File: src/rtl/branch_predictor_unit.sv
// -----------------------------------------------------------------------------
// branch_predictor_unit
//
// EX-stage branch resolution combined with a direct-mapped branch target
// buffer (BTB). Fetch receives a same-cycle taken/target prediction. EX
// computes PC+Imm and PC+4, detects a mispredict and drives a redirect.
// Saturating statistics count resolved branches and mispredicts.
//
// Ports
//   clk             rising-edge clock
//   reset           asynchronous, active-low reset
//   if_pc           fetch PC to predict
//   if_pred_taken   predicted taken for if_pc
//   if_pred_target  predicted target (0 when not predicted taken)
//   ex_valid        EX holds a valid instruction
//   ex_branch       EX instruction is a conditional branch
//   ex_pc, ex_imm   EX PC and branch immediate
//   ex_cond         ALU compare result (branch condition)
//   ex_pred_*       prediction that travelled down the pipe with the branch
//   pc_imm, pc_four zero-extended ex_pc + ex_imm, ex_pc + 4 (32-bit wrap)
//   redirect        mispredict: flush and load redirect_pc
//   redirect_pc     architecturally correct next PC
//   br_count        resolved conditional branches (saturating)
//   mispred_count   mispredicted branches (saturating)
//
// Handshake: none. Every input is sampled each cycle. A branch is resolved
// when ex_valid && ex_branch are both high; that cycle's outputs are valid
// combinationally and the BTB/statistics update on the following rising edge.
// -----------------------------------------------------------------------------
module branch_predictor_unit #(
    parameter int PC_W    = 9,
    parameter int ENTRIES = 16,
    parameter int CNT_W   = 2,
    parameter int STAT_W  = 16
) (
    input  logic              clk,
    input  logic              reset,
    input  logic [PC_W-1:0]   if_pc,
    output logic              if_pred_taken,
    output logic [31:0]       if_pred_target,
    input  logic              ex_valid,
    input  logic              ex_branch,
    input  logic [PC_W-1:0]   ex_pc,
    input  logic [31:0]       ex_imm,
    input  logic              ex_cond,
    input  logic              ex_pred_taken,
    input  logic [31:0]       ex_pred_target,
    output logic [31:0]       pc_imm,
    output logic [31:0]       pc_four,
    output logic              redirect,
    output logic [31:0]       redirect_pc,
    output logic [STAT_W-1:0] br_count,
    output logic [STAT_W-1:0] mispred_count
);

    localparam int IDX_W = $clog2(ENTRIES);
    localparam int TAG_W = PC_W - IDX_W - 2;

    localparam logic [CNT_W-1:0]  CNT_MAX  = '1;
    localparam logic [CNT_W-1:0]  CNT_WT   = CNT_W'(1) << (CNT_W - 1);
    localparam logic [CNT_W-1:0]  CNT_WNT  = CNT_WT - CNT_W'(1);
    localparam logic [STAT_W-1:0] STAT_MAX = '1;

    // BTB storage
    logic              r_valid  [ENTRIES];
    logic [TAG_W-1:0]  r_tag    [ENTRIES];
    logic [31:0]       r_target [ENTRIES];
    logic [CNT_W-1:0]  r_cnt    [ENTRIES];

    logic [STAT_W-1:0] r_br_count;
    logic [STAT_W-1:0] r_mispred_count;

    logic [IDX_W-1:0]  w_if_idx;
    logic [TAG_W-1:0]  w_if_tag;
    logic              w_if_hit;
    logic [IDX_W-1:0]  w_ex_idx;
    logic [TAG_W-1:0]  w_ex_tag;
    logic              w_ex_hit;
    logic [31:0]       w_ex_pc32;
    logic              w_res;
    logic              w_taken;
    logic              w_unused_pc_bits;

    // Instructions are word aligned; the low two PC bits carry no index/tag.
    assign w_unused_pc_bits = ^{if_pc[1:0], ex_pc[1:0]};

    // ---------------- prediction (fetch) ----------------
    assign w_if_idx = if_pc[IDX_W+1:2];
    assign w_if_tag = if_pc[PC_W-1:IDX_W+2];
    assign w_if_hit = r_valid[w_if_idx] && (r_tag[w_if_idx] == w_if_tag);

    // Counter MSB set means taken-leaning (weakly or strongly taken).
    assign if_pred_taken  = w_if_hit && r_cnt[w_if_idx][CNT_W-1];
    assign if_pred_target = if_pred_taken ? r_target[w_if_idx] : 32'd0;

    // ---------------- resolution (EX) ----------------
    assign w_ex_pc32 = 32'(ex_pc);
    assign pc_imm    = w_ex_pc32 + ex_imm;
    assign pc_four   = w_ex_pc32 + 32'd4;

    assign w_res   = ex_valid && ex_branch;
    assign w_taken = w_res && ex_cond;

    // A correctly predicted direction can still mispredict if the BTB held a
    // stale target for a taken branch.
    assign redirect    = w_res && ((w_taken != ex_pred_taken) ||
                                   (w_taken && (ex_pred_target != pc_imm)));
    assign redirect_pc = w_taken ? pc_imm : pc_four;

    assign w_ex_idx = ex_pc[IDX_W+1:2];
    assign w_ex_tag = ex_pc[PC_W-1:IDX_W+2];
    assign w_ex_hit = r_valid[w_ex_idx] && (r_tag[w_ex_idx] == w_ex_tag);

    // ---------------- update ----------------
    // Fetch reads the arrays combinationally, so a same-index write in this
    // cycle only becomes visible after the edge.
    always_ff @(posedge clk or negedge reset) begin
        if (!reset) begin
            for (int i = 0; i < ENTRIES; i++) begin
                r_valid[i]  <= 1'b0;
                r_tag[i]    <= '0;
                r_target[i] <= '0;
                r_cnt[i]    <= CNT_WNT;
            end
            r_br_count      <= '0;
            r_mispred_count <= '0;
        end else if (w_res) begin
            if (w_ex_hit) begin
                if (w_taken) begin
                    r_target[w_ex_idx] <= pc_imm;
                    if (r_cnt[w_ex_idx] != CNT_MAX)
                        r_cnt[w_ex_idx] <= r_cnt[w_ex_idx] + CNT_W'(1);
                end else if (r_cnt[w_ex_idx] != '0) begin
                    r_cnt[w_ex_idx] <= r_cnt[w_ex_idx] - CNT_W'(1);
                end
            end else if (w_taken) begin
                // Allocate (or evict an aliasing entry) as weakly taken.
                r_valid[w_ex_idx]  <= 1'b1;
                r_tag[w_ex_idx]    <= w_ex_tag;
                r_target[w_ex_idx] <= pc_imm;
                r_cnt[w_ex_idx]    <= CNT_WT;
            end

            if (r_br_count != STAT_MAX)
                r_br_count <= r_br_count + STAT_W'(1);
            if (redirect && (r_mispred_count != STAT_MAX))
                r_mispred_count <= r_mispred_count + STAT_W'(1);
        end
    end

    assign br_count      = r_br_count;
    assign mispred_count = r_mispred_count;

endmodule

File: config.mk
export PLATFORM = sky130hd
export DESIGN_NAME = branch_predictor_unit
export DESIGN_NICKNAME = d
export VERILOG_FILES = /design/src/rtl/branch_predictor_unit.sv
export SDC_FILE = /design/constraint.sdc
export NUM_CORES = 1
export LEC_CHECK = 0
export BUFFER_PORTS_ARGS = -buffer_cell sky130_fd_sc_hd__buf_4
export CELL_PAD_IN_SITES_DETAIL_PLACEMENT = 0
export CELL_PAD_IN_SITES_GLOBAL_PLACEMENT = 1
export CORE_ASPECT_RATIO = 2
export CORE_UTILIZATION = 40
export CTS_CLUSTER_DIAMETER = 30
export DETAILED_ROUTE_END_ITERATION = 12
export PLACE_DENSITY = 0.73
export SLEW_MARGIN = 30
export SYNTH_ARGS = -nofsm -noshare
export SYNTH_HDL_FRONTEND = slang
export SYNTH_SLANG_ARGS = --single-unit
File: constraint.sdc
create_clock -name clk -period 7.15 [get_ports clk]
set_clock_uncertainty 0.05 [all_clocks]
set_input_delay 0.3575 -clock clk [delete_from_list [all_inputs] [get_ports clk]]
set_output_delay 0.3575 -clock clk [all_outputs]
set_load 0.1 [all_outputs]
==> qor.csv, run 1 <==
metric;value;unit
synth_cell_types;82;
clkLatencyLatePin;680;ps
r2r_start;r_tag[1]$_DFFE_PN0P_;
syn_inst;2867;
drt_wl_total;97000;µm
viasPerCell;5.55;
start_kind;input port;
ys_seq_area_share;51.1;%
path_class;in -> out;
worst_ir_drop_vdd;0.000338;V
cts_made_buffers;91;
ctsResizeCount;0;
clockBufferDepth;3;
drive_above_1_share;26.5;%
synth_edf_count;0;
power_density;305;nW/µm²
cp_common_cell;buf_4;
fin_area;37500;µm²
netlist_area;31400;µm²
post-route-period-util;73.7;%
ioPinCount;250;
grt_pass1_wl;149000;µm
hold_violations;0;
place_hpwl;62900;µm
max_clock_freq;0.190;GHz
dpl_worst_slack;1980;ps
synthArstFlopShare;100;%
worstPathArrival;4860;ps
first_iter_violations;1485;
track_usage;25.0;%
dieArea;79700;µm²
worstPathRequired;6740;ps
yosys-top-cells-area;dfrtp_1 (50%), mux4_2 (15%), nand2_1 (7.8%);
finalNonFillerCells;4117;
placed_area;34000;µm²
yosys.area.top_type_share;49.7;%
p_total;11.4;mW
yosysWarnings;0;
insertedDiodeCount;0;
dp.cells;3945;
synth_common_cells;nand2_1 (654), dfrtp_1 (624), o21ai_0 (487);
grt_pass1_vias;24600;
ant_nets;0;
critPathSlowestCell;and4_1;
die_w;200;µm
n_fill_cell;7037;
rows;145;
final.setup.worst_slack;1880;ps
syn_area_per_cell;11.0;µm²
end_kind;output port;
drtPass1Iterations;5;
cts_tree;yes;
tightest_slew;951;ps
h-tree-depth;3;
antenna_found_initial;3;
clock_tree.root_cell;clkbuf_16;
synth_top_area_cell;dfrtp_1;
cts_setup_buffers;0;
dieHeight;398;µm
synth-seq-cells;640;
slew_headroom;36.6;%
gp_congestion;0.904;
critPathLaunch;ex_pc[3];
cp_max_fo;31;
drc;0;
finalSetupViolations;0;
port_buffers;225;
start_util;40.3;%
cts.clk_slew.worst_paths;50;ps
cap_viol_max_count;0;
coreArea;77800;µm²
min_path_type;in -> reg;
area_growth;19.4;%
grt_start_max_net_pins;178;
ctsHoldBuffers;1;
drv_slew;0;
cp_cell_sequence;buf_4 -> ha_1 -> nand2_2 -> o31ai_4 -> a32oi_1 -> buf_4 -> or3_1 -> a2111oi_0 -> nand4_1 -> nor4_1 -> and4_1 -> nor3_1 -> buf_4;
worstHoldStart;ex_pc[8];
max_stage_delay;780;ps
vias;22900;
yosysMostFrequentCell;nand2_1;
leakage;16.8;nW
fin_nets;3118;
synthFlopType;dfrtp_1;
outcome;finished clean;
gr-total-overflow;0;
cts.sinks;640;
fin_crit;5270;ps
rsz0062_at_grt;no;
fin_setup_tns;0;ps
wire_per_inst;23.6;µm
cells by family (layout without fill, tap and decap cells):
| kind of cell | count (synthesis) | in the layout | synth area share (%) |
|---|---|---|---|
| simple gates | 965 | 965 | 13.6 |
| flops | 640 | 640 | 51.1 |
| compound gates | 561 | 561 | 9.65 |
| mux | 295 | 295 | 18.0 |
| buf+inv | 292 | 492 | 3.95 |
| xor+xnor | 95 | 95 | 3.01 |
| fa+ha+maj | 18 | 18 | 0.741 |
| other cells | 1 | 22 | 0.0119 |
power breakdown:
part | leakage (nW) | internal, mW | switching (mW) | total [mW]
registers | 8.46 | 4.15 | 0.314 | 4.46
logic | 6.69 | 0.768 | 1.35 | 2.11
clock network | 1.61 | 3.00 | 1.85 | 4.85
total | 16.8 | 7.92 | 3.51 | 11.4
metal layers:
metal | routed length, µm | track usage (%) | vias to the layer above | share of wire [%]
li1 | - | - | 10300 | -
met5 | 13 | 0 | - | 0.013
met2 | 51100 | 45.1 | 793 | 53
met3 | 5030 | 4.07 | 208 | 5.2
met1 | 36100 | 28.3 | 11600 | 37
met4 | 4750 | 12.8 | 2 | 4.9
critical path, delay by kind of cell:
| kind | cells | cell delay (ps) |
|---|---|---|
| compound gates | 3 | 1350 |
| fa+ha+maj | 1 | 380 |
| buf+inv | 3 | 890 |
| simple gates | 6 | 1840 |
through the flow:
stage | hold slack [ps] | utilization [%]
after floorplan | 11.9 | -
after global placement | 352 | 43.7
after detailed placement | 369 | 43.7
after CTS | 127 | 48.0
after global routing | 154 | 48.2
final | 171 | 48.2
state kept, by name, summed over array words and instances, names as in the netlist:
signal	count
br_count	16
mispred_count	16
r_cnt	32
r_tag	48
r_target	512
r_valid	16
area by class of cell:
class,instances,area [µm²],share of cell area (%)
Sequential cell,640,16000,42.8
Multi-Input combinational cell,1956,14500,38.6
Clock buffer,99,2370,6.31
Timing Repair Buffer,279,2200,5.88
Tap cell,1029,1290,3.43
Clock inverter,70,971,2.59
Inverter,44,165,0.441
cells in the final DEF (no fill, tap or decap), types with 16 or more instances in the layout:
cell / Yosys / layout
buf_4: 27 / 268
inv_1: 43 / 43
dfrtp_1: 624 / 624
nand3_1: 48 / 33
nand2b_1: 20 / 20
nor2b_1: 38 / 38
ha_1: 17 / 17
dfstp_2: 16 / 16
clkbuf_16: 0 / 91
conb_1: 1 / 22
nand2_1: 654 / 652
nand4_1: 19 / 19
xnor2_1: 53 / 43
nand3_2: 10 / 25
o21ai_0: 487 / 487
mux4_2: 206 / 206
a21oi_1: 21 / 21
xor2_1: 30 / 25
mux2_1: 18 / 18
nor2_1: 93 / 92
mux2_2: 67 / 67
path summary, 6_finish.rpt:
kind                                              to  slack, ps  depth (start not counted)
max                                         redirect       1880                         13
min                             r_tag[2]$_DFFE_PN0P_        170                          2
max reg2reg                     r_cnt[9]$_DFFE_PN0P_       3580                          7
min reg2reg                r_target[417]$_DFFE_PN0P_        420                          2
max in group asynchronous  r_target[168]$_DFFE_PN0P_       5320                          4
min in group asynchronous  r_target[373]$_DFFE_PN0P_        240                          2
No activity file was read; power rests on OpenSTA's default activity.
==> inputs of run 2 (changes only) <==
Settings changed: ABC_AREA set to 1, PLACE_DENSITY 0.73 to 0.81.
Clock period 7.15 ns to 4.7 ns, I/O delays scaled along.
==> run 2 against run 1 <==
Effect of this change:
- sequential power rose by 51%
- clock power increased by 69%
- final cell count rose by 36%
- die area is 4.4% higher
- first-iteration DRC count rose by 78%
- routed wire length grew 18%
- register-to-register slack lost 1800 ps
- total power grew 59%
==> qor.csv, run 2 <==
metric;value;unit;change
outcome;finished clean;;unchanged
yosys-top-cells-area;dfrtp_1 (48%), nand2_1 (14%), o21ai_0 (13%);;was dfrtp_1 (50%), mux4_2 (15%), nand2_1 (7.8%)
worst_ir_drop_vdd;0.000484;V;was 0.000338 V
synth_cell_types;47;;was 82
min_path_type;in -> reg;;unchanged
synthFlopType;dfrtp_1;;unchanged
syn_inst;4315;;was 2867
drt_wl_total;114000;µm;was 97000 µm
cts.sinks;640;;unchanged
ant_nets;0;;unchanged
ioPinCount;250;;unchanged
drtPass1Iterations;6;;was 5
die_w;204;µm;was 200 µm
start_kind;input port;;unchanged
cp_max_fo;41;;was 31
h-tree-depth;3;;unchanged
grt_pass1_vias;29600;;was 24600
drv_slew;0;;unchanged
fin_crit;3860;ps;
tightest_slew;895;ps;was 951 ps
n_fill_cell;8115;;was 7037
final_common_cell;nand2_1;;unchanged
drc;0;;unchanged
viasPerCell;5.51;;was 5.55
netlist_area;32800;µm²;was 31400 µm²
slew_headroom;40.2;%;was 36.6%
worstPathRequired;4410;ps;was 6740 ps
power_density;461;nW/µm²;was 305 nW/µm²
grt_pass1_wl;175000;µm;was 149000 µm
synth_common_cells;nand2_1 (1188), o21ai_0 (879), dfrtp_1 (624);;was nand2_1 (654), dfrtp_1 (624), o21ai_0 (487)
antenna_found_initial;6;;was 3
grt_start_max_net_pins;136;;was 178
synth_edf_count;0;;unchanged
worstPathArrival;3580;ps;was 4860 ps
synth-xor-area-share;1.07;%;was 3.01%
synthArstFlopShare;100;%;unchanged
synthMuxAreaShare;0;%;was 18.0%
ys_seq_area_share;48.9;%;was 51.1%
end_kind;output port;;unchanged
synth-simple-area-share;23.4;%;was 13.6%
dieArea;83200;µm²;was 79700 µm²
layout_common_cells;nand2_1 (1184), o21ai_0 (878), dfrtp_1 (624);;was nand2_1 (652), dfrtp_1 (624), o21ai_0 (487)
fin_area;39200;µm²;was 37500 µm²
clock_tree.root_cell;clkbuf_16;;unchanged
top_register;r_target;;unchanged
start_util;40.3;%;about the same
cap_viol_max_count;0;;unchanged
gp_congestion;0.919;;was 0.904
vias;30800;;was 22900
dieHeight;407;µm;was 398 µm
yosysMostFrequentCell;nand2_1;;unchanged
track_usage;27.7;%;was 25.0%
fin_nets;4545;;was 3118
syn_area_per_cell;7.60;µm²;was 11.0 µm²
hold_violations;0;;unchanged
reg_top3;r_target: 512 flops, r_tag: 48 flops, r_cnt: 32 flops;;unchanged
dpl_worst_slack;812;ps;was 1980 ps
clockBufferDepth;3;;unchanged
gr-total-overflow;0;;unchanged
fin_setup_tns;0;ps;unchanged
cts_made_buffers;104;;was 91
path_class;in -> out;;unchanged
synthAdderAreaFrac;0.710;%;was 0.741%
reg2reg_setup_slack;1800;ps;was 3580 ps
placed_area;35400;µm²;was 34000 µm²
finalSetupViolations;0;;unchanged
place_hpwl;71600;µm;was 62900 µm
synth_top_area_cell;dfrtp_1;;unchanged
port_buffers;225;;unchanged
area_growth;19.7;%;was 19.4%
synth_top_family_by_area;simple AND/OR/NAND/NOR gates;;was multiplexers
rows;148;;was 145
post-route-period-util;82.2;%;
coreArea;81300;µm²;was 77800 µm²
synth_compound_area_share;19.0;%;was 9.65%
first_iter_violations;2650;;was 1485
wire_per_inst;20.5;µm;was 23.6 µm
cts_tree;yes;;unchanged
max_clock_freq;0.259;GHz;
cts.clk_slew.worst_paths;50;ps;about the same
synth-seq-cells;640;;unchanged
drive_above_1_share;13.5;%;was 26.5%
yosys.area.top_type_share;47.6;%;was 49.7%
rsz0062_at_grt;no;;unchanged
final.setup.worst_slack;838;ps;was 1880 ps
largest_reg_flops;512;;unchanged
yosysWarnings;0;;unchanged
clkLatencyLatePin;700;ps;was 680 ps
leakage;18.5;nW;was 16.8 nW
## run 2: cell count changes in the layout (fill, tap and decap cells not counted), sizes merged, moves of 26 or more
cell | previous run | this run
nor2b | 38 | 0
nand3 | 58 | 198
buf | 278 | 313
nand2 | 656 | 1216
clkbuf | 99 | 125
o21ai | 489 | 889
o22ai | 0 | 96
inv | 62 | 256
xnor2 | 64 | 10
nor2 | 95 | 375
a21oi | 22 | 129
mux4 | 206 | 0
mux2 | 87 | 0
## run 2: where the power goes
| group | internal [mW] | switching [mW] |
|---|---|---|
| clock | 5.19 | 3.03 |
| sequential | 6.28 | 0.454 |
| combinational | 0.891 | 2.27 |
| total | 12.4 | 5.75 |
## run 2: timing repair
item,in CTS,in global routing
setup buffers,0,0
hold endpoints to repair,91,0
hold buffers,2,0
gates resized for setup,0,0
## run 2: per-stage QoR
step	hold WS, ps	power (mW)	std cells	utilization [%]
6_report	71.3	18.1	5579	48.3
5_1_grt	76.9	18.8	5578	48.3
4_1_cts	20.1	18.2	5578	48.3
3_5_place_dp	248	9.95	5381	43.5
3_3_place_gp	258	9.89	5381	43.5
2_1_floorplan	-111	8.95	4336	-
## run 2: area by class of cell
type	instances	area (µm²)	share of cell area, %
Sequential cell	640	16000	40.9
Clock buffer	125	2860	7.30
Inverter	248	941	2.40
Tap cell	1050	1310	3.35
Multi-Input combinational cell	3130	14600	37.2
Timing Repair Buffer	315	2540	6.47
Clock inverter	70	968	2.47
Antenna cell	1	2.50	0.00638
## run 2: critical path, cell delays in order
cell and delay [ps]:
buf_4 490, ha_1 350, nand2_1 130, nor2_1 210
nand2_2 100, nand2_2 110, nand2_2 80, nand2_2 110
nand2_1 80, nand2_2 430, nor2_1 80, nor2_1 140
nand3_1 100, nor2_2 220, nand3_4 270, nand2_1 130
inv_1 50, buf_4 230
## run 2: final timing paths
check / start / end / cells past startpoint
worst max register to register: r_tag[6]$_DFFE_PN0P_ / r_tag[8]$_DFFE_PN0P_ / 13
worst max-delay path: ex_pc[3] / redirect / 18
max in group asynchronous: reset / r_target[187]$_DFFE_PN0P_ / 3
worst min-delay path: ex_imm[0] / r_target[224]$_DFFE_PN0P_ / 5
min in group asynchronous: reset / r_target[393]$_DFFE_PN0P_ / 2
worst min register to register: r_cnt[6]$_DFFE_PN1P_ / r_cnt[6]$_DFFE_PN1P_ / 2
## run 2: kinds of logic after synthesis
family                   Yosys count
other                              1
AO/OA/AOI/OAI                   1175
adder cells (fa/ha/maj)           18
buffers and inverters            566
XOR/XNOR                          40
flip-flops                       640
AND/OR/NAND/NOR                 1875
## run 2: metal layers
layer  vias up  part of all wire, %  track usage [%]
li1      14500                    -                -
met4         6                  5.0             14.8
met3       289                  6.2             3.92
met2      1142                   50             47.7
met5         -                0.024                0
met1     14800                   39             33.2
